==> src/rtl/if_fetch_ctrl_pkg.sv <==
// Shared constants, FSM state encoding and helpers for the instruction-fetch front end.
package if_fetch_ctrl_pkg;

    localparam logic [31:0] ZERO_WORD = 32'h0000_0000;
    localparam logic [31:0] NOP_INST  = 32'h0000_0013;
    localparam logic [31:0] PC_STEP   = 32'd4;

    typedef enum logic [1:0] {
        S_IDLE = 2'd0,
        S_RUN  = 2'd1,
        S_ERR  = 2'd2
    } if_state_e;

    // The range check is widened to 33 bits so a PC close to 2^32 cannot wrap back into range.
    function automatic logic pc_fault(input logic [31:0] pc, input logic [32:0] last_ok);
        return (pc[1:0] != 2'b00) || ({1'b0, pc} > last_ok);
    endfunction

endpackage

==> src/rtl/if_fetch_ctrl_if_id_reg.sv <==
// IF/ID pipeline register: flush loads a bubble, load captures a fetched word, otherwise holds.
module if_id_reg
    import if_fetch_ctrl_pkg::*;
#(
    parameter logic [31:0] NOP_INSTR = NOP_INST
) (
    input  logic        clk,
    input  logic        rst_n,
    input  logic        flush_i,
    input  logic        load_i,
    input  logic [31:0] pc_i,
    input  logic [31:0] instr_i,
    output logic [31:0] pc_o,
    output logic [31:0] instr_o,
    output logic        valid_o
);

    logic [31:0] pc_q, pc_d;
    logic [31:0] instr_q, instr_d;
    logic        valid_q, valid_d;

    // Next-entry select: flush beats load; neither means hold (stall or idle).
    always_comb begin
        pc_d    = pc_q;
        instr_d = instr_q;
        valid_d = valid_q;
        if (flush_i) begin
            pc_d    = ZERO_WORD;
            instr_d = NOP_INSTR;
            valid_d = 1'b0;
        end else if (load_i) begin
            pc_d    = pc_i;
            instr_d = instr_i;
            valid_d = 1'b1;
        end
    end

    // Register the entry; reset leaves a bubble in place.
    always_ff @(posedge clk or negedge rst_n) begin
        if (!rst_n) begin
            pc_q    <= ZERO_WORD;
            instr_q <= NOP_INSTR;
            valid_q <= 1'b0;
        end else begin
            pc_q    <= pc_d;
            instr_q <= instr_d;
            valid_q <= valid_d;
        end
    end

    assign pc_o    = pc_q;
    assign instr_o = instr_q;
    assign valid_o = valid_q;

endmodule

==> src/rtl/if_fetch_ctrl.sv <==
// Instruction-fetch front end: PC register, next-PC select, fault check, fetch FSM and
// accepted-instruction counter, feeding the IF/ID register.
//
//  state  | meaning
//  S_IDLE | one dead cycle after reset release, ROM disabled, nothing captured
//  S_RUN  | fetching; per cycle priority jump > fault > stall > advance
//  S_ERR  | fetch fault seen; ROM disabled, everything frozen until reset
module if_fetch_ctrl
    import if_fetch_ctrl_pkg::*;
#(
    parameter logic [31:0] RESET_PC  = 32'h0000_0000,
    parameter int unsigned MEM_BYTES = 4096,
    parameter logic [31:0] NOP_INSTR = 32'h0000_0013
) (
    input  logic        clk,
    input  logic        rst_n,
    input  logic        stall_i,
    input  logic        jump_flag_i,
    input  logic [31:0] jump_addr_i,
    output logic        rom_ce_o,
    output logic [31:0] rom_pc_o,
    input  logic [31:0] rom_instr_i,
    output logic [31:0] id_pc_o,
    output logic [31:0] id_instr_o,
    output logic        id_valid_o,
    output logic        fetch_err_o,
    output logic [31:0] fetch_cnt_o
);

    localparam logic [32:0] LAST_PC = 33'(MEM_BYTES - 4);

    if_state_e   state_q, state_d;
    logic [31:0] pc_q, pc_d;
    logic [31:0] cnt_q, cnt_d;
    logic        err_q, err_d;
    logic        ce_q, ce_d;
    logic        flush;
    logic        load;
    logic        fault;

    assign fault = pc_fault(pc_q, LAST_PC);

    // Next-state and next-PC decision for the fetch FSM.
    always_comb begin
        state_d = state_q;
        pc_d    = pc_q;
        cnt_d   = cnt_q;
        err_d   = err_q;
        ce_d    = ce_q;
        flush   = 1'b0;
        load    = 1'b0;
        case (state_q)
            S_IDLE: begin
                state_d = S_RUN;
                ce_d    = 1'b1;
            end
            S_RUN: begin
                if (jump_flag_i) begin
                    // Wrong-path word in IF is dropped even if decode is stalled.
                    pc_d  = jump_addr_i;
                    flush = 1'b1;
                end else if (fault) begin
                    state_d = S_ERR;
                    err_d   = 1'b1;
                    ce_d    = 1'b0;
                    flush   = 1'b1;
                end else if (!stall_i) begin
                    load  = 1'b1;
                    pc_d  = pc_q + PC_STEP;
                    cnt_d = cnt_q + 32'd1;
                end
            end
            S_ERR: begin
                state_d = S_ERR;
            end
            default: begin
                state_d = S_IDLE;
                ce_d    = 1'b0;
            end
        endcase
    end

    // FSM state and registered outputs.
    always_ff @(posedge clk or negedge rst_n) begin
        if (!rst_n) begin
            state_q <= S_IDLE;
            pc_q    <= RESET_PC;
            cnt_q   <= 32'd0;
            err_q   <= 1'b0;
            ce_q    <= 1'b0;
        end else begin
            state_q <= state_d;
            pc_q    <= pc_d;
            cnt_q   <= cnt_d;
            err_q   <= err_d;
            ce_q    <= ce_d;
        end
    end

    if_id_reg #(
        .NOP_INSTR(NOP_INSTR)
    ) u_if_id_reg (
        .clk    (clk),
        .rst_n  (rst_n),
        .flush_i(flush),
        .load_i (load),
        .pc_i   (pc_q),
        .instr_i(rom_instr_i),
        .pc_o   (id_pc_o),
        .instr_o(id_instr_o),
        .valid_o(id_valid_o)
    );

    assign rom_ce_o    = ce_q;
    assign rom_pc_o    = pc_q;
    assign fetch_err_o = err_q;
    assign fetch_cnt_o = cnt_q;

endmodule

==> config.mk <==
export PLATFORM = sky130hd
export DESIGN_NAME = if_fetch_ctrl
export DESIGN_NICKNAME = d
export VERILOG_FILES = /design/src/rtl/if_fetch_ctrl_pkg.sv /design/src/rtl/if_fetch_ctrl_if_id_reg.sv /design/src/rtl/if_fetch_ctrl.sv
export SDC_FILE = /design/constraint.sdc
export NUM_CORES = 1
export LEC_CHECK = 0
export CAP_MARGIN = 25
export CORE_MARGIN = 1.5
export CORE_UTILIZATION = 48
export DETAILED_ROUTE_END_ITERATION = 8
export GPL_TIMING_DRIVEN = 1
export PLACE_DENSITY = 0.91
export SLEW_MARGIN = 20
export SYNTH_ARGS = -nofsm -noshare
export SYNTH_HDL_FRONTEND = slang
export SYNTH_SLANG_ARGS = --single-unit
==> constraint.sdc <==
create_clock -name clk -period 3.3 [get_ports clk]
set_input_delay 0.825 -clock clk [delete_from_list [all_inputs] [get_ports clk]]
set_output_delay 0.825 -clock clk [all_outputs]
set_load 0.02 [all_outputs]
==> reports/qor.yml <==
period_needed_ns: 2.49
die_area_um2: 12000
synthTopCellsByArea: "dfrtp_1 60%, a22o_1 6.3%, mux2_2 4.5%"
postCtsHoldBufs: 0
reg2regPathDepth: 6
cts-root-buf: "clkbuf_16"
max_freq_mhz: 401
crit_type: "flip-flop to flip-flop"
drtAntennaViolNets: 0
fin_skew_ns: 0.00817
setup_viol: 0
clockBufferDepth: 2
overflow: 0
cts_resized: 0
path_cells: "nor4_1 -> nand4_1 -> buf_4 -> nor4_4 -> buf_4 -> a22o_1"
core_um2: 11000
place_hpwl_um: 10200
numPortBuffers: 198
first_iter_violations: 276
layout_worst_path_cycle_share: 0.755
worst_pin_slew_ns: 0.658
first_pass_iters: 5
async_flop_share: 1.00
ir_drop_mv: 0.531
initial_core_util: 0.497
layout.cells.non_filler: 793
netlist_area_um2: 5460
crit_path_end: "u_if_id_reg.instr_o[5]"
ios: 199
synth.avg_cell_area_um2: 12.6
dpl-instance-area_um2: 7640
nets: 713
power.density_nw_per_um2: 652
seq_area_frac_synth: 0.610
synth_nets: 506
yosysUniqueCellTypes: 42
status: "finished, final reports clean"
required_ns: 3.64
drc: 0
yosysWarnings: 0
antenna_found_initial: 0
p_leak_nw: 3.59
synth_top_cell_by_area: "dfrtp_1"
critPathMaxFanout: 40
slowest_delay_ns: 0.61
maxSlewHeadroom: 0.558
crit_path_end_kind: "flip-flop"
area.growth.synth_to_final_pct: 51.6
cts_num_sinks: 133
dp.cells: 761
clk_latency_ns: 0.42
finalMaxSlewViolations: 0
fin_setup_tns_ns: 0
synth-edff-count: 0
cts_tree: "yes"
cts_setup_buffers: 0
htreeDepth: 4
diodes: 0
cpMostUsedCell: "buf_4"
hold_viol: 0
layout_commonest_cell: "clkdlybuf4s50_1"
numCtsBuffers: 17
r2r_slack_ns: 0.81
vias: 4337
r2r_end: "u_if_id_reg.instr_o[5]"
critPathSlowestCell: "nor4_1"
row_count: 38
crit-reg2reg-launch: "rom_pc_o[29]"
cap_violations: 0
grtUsageTotal: 0.258
die_x_um: 110
die_h_um: 110
final_area_um2: 8280
worstSetupStartpointType: "flip-flop"
netlist_instances: 433
layout_common_cells: "197 x clkdlybuf4s50_1, 130 x dfrtp_1, 39 x a22o_1, 24 x xnor2_1, 23 x and2_1"
wl_um: 14500
place_congestion: 0.885
ys.flop_type: "dfrtp_1"
path_clk_slew_ns: 0.06
post-synth-top-area-fraction: 0.596
via_per_inst: 5.47
grt_pass1_vias: 4466
layout-drive-gt1-share: 0.115
arrival_ns: 2.84
grt_start_max_net_pins: 67
wl_per_cell_um: 18.3
rsz0062_at_grt: "false"
hold_class: "input port to async pin"
ys_ff_latch: 133
grt_pass1_wl_um: 23200
critical_path.startpoint: "rom_pc_o[29]"
==> area by class of cell <==
cell class | count | area (µm²)
multi-input combinational | 271 | 2020
inverter | 8 | 30.0
clock buffer | 19 | 453
clock inverter | 13 | 180
timing repair buffer | 209 | 2090
sequential | 133 | 3330
fill | 730 | 2710
tap | 140 | 175
==> synth_stat cells, types with 12 or more instances <==
cell,n
nand3_1,16
nand4_1,19
nor2_1,12
xnor2_1,24
xor2_1,15
a22o_1,39
dfrtp_1,130
mux2_2,22
and2_1,23
nand2_1,20
==> cells by family (layout without fill, tap and decap cells) <==
logic type	after synthesis	in the layout	share of synthesized area
buffers and inverters	29	249	0.0227
XOR/XNOR	39	39	0.0625
AO/OA/AOI/OAI	67	67	0.0965
multiplexers	26	26	0.0534
AND/OR/NAND/NOR	134	134	0.143
flip-flops	133	133	0.610
adder cells (fa/ha/maj)	5	5	0.0115
==> critical path, delay by kind of cell, from the launching register on <==
| family | cells | cell delay, ns |
|---|---|---|
| and+or+nand+nor | 3 | 1.09 |
| buffers and inverters | 2 | 0.70 |
| DFF | 1 | 0.40 |
| AOI/OAI and AO/OA | 1 | 0.21 |
==> how the worst min path moves through the flow <==
stage                         start                   end  slack (ns)  cells after the start
2_1_floorplan            state_q[1]            state_q[1]        0.48                      1
3_3_place_gp   u_if_id_reg.pc_o[16]  u_if_id_reg.pc_o[16]        0.47                      1
3_5_place_dp    u_if_id_reg.pc_o[0]   u_if_id_reg.pc_o[0]        0.47                      1
4_1_cts                       rst_n          rom_pc_o[11]        0.41                      1
5_1_grt                       rst_n  u_if_id_reg.pc_o[29]        0.44                      1
6_report                      rst_n  u_if_id_reg.pc_o[31]        0.39                      1
==> metrics by stage <==
step / hold slack, ns / setup WS [ns] / total power [mW] / utilization
3_5_place_dp: 0.470 / 0.429 / 3.43 / 0.696
2_1_floorplan: 0.485 / 1.16 / 2.73 / -
4_1_cts: 0.409 / 0.838 / 5.44 / 0.754
3_3_place_gp: 0.469 / 0.566 / 3.37 / 0.696
5_1_grt: 0.440 / 0.624 / 5.64 / 0.754
6_report: 0.388 / 0.807 / 5.40 / 0.754
==> state kept, by name, indices dropped and copies added, names as in the netlist <==
| signal | count |
|---|---|
| fetch_cnt_o | 32 |
| fetch_err_o | 1 |
| rom_ce_o | 1 |
| rom_pc_o | 32 |
| state_q | 2 |
| u_if_id_reg.instr_o | 32 |
| u_if_id_reg.pc_o | 32 |
| u_if_id_reg.valid_o | 1 |
==> power by group <==
group | leakage [nW] | internal [mW] | total [mW] | switching (mW)
sequential | 1.77 | 1.83 | 2.04 | 0.208
clock | 0.305 | 1.30 | 1.99 | 0.694
combinational | 1.51 | 0.666 | 1.36 | 0.698
==> metal layers <==
metal  track usage  vias to the layer above  part of all wire  wire [µm]
li1              -                     1991                 -          -
met1         0.313                     2143              0.41       5950
met2         0.432                      174              0.50       7280
met3        0.0676                       29             0.064        931
met4         0.113                        0             0.027        390
met5             0                        -                 0          0
Power figures use the tool's default switching activity.
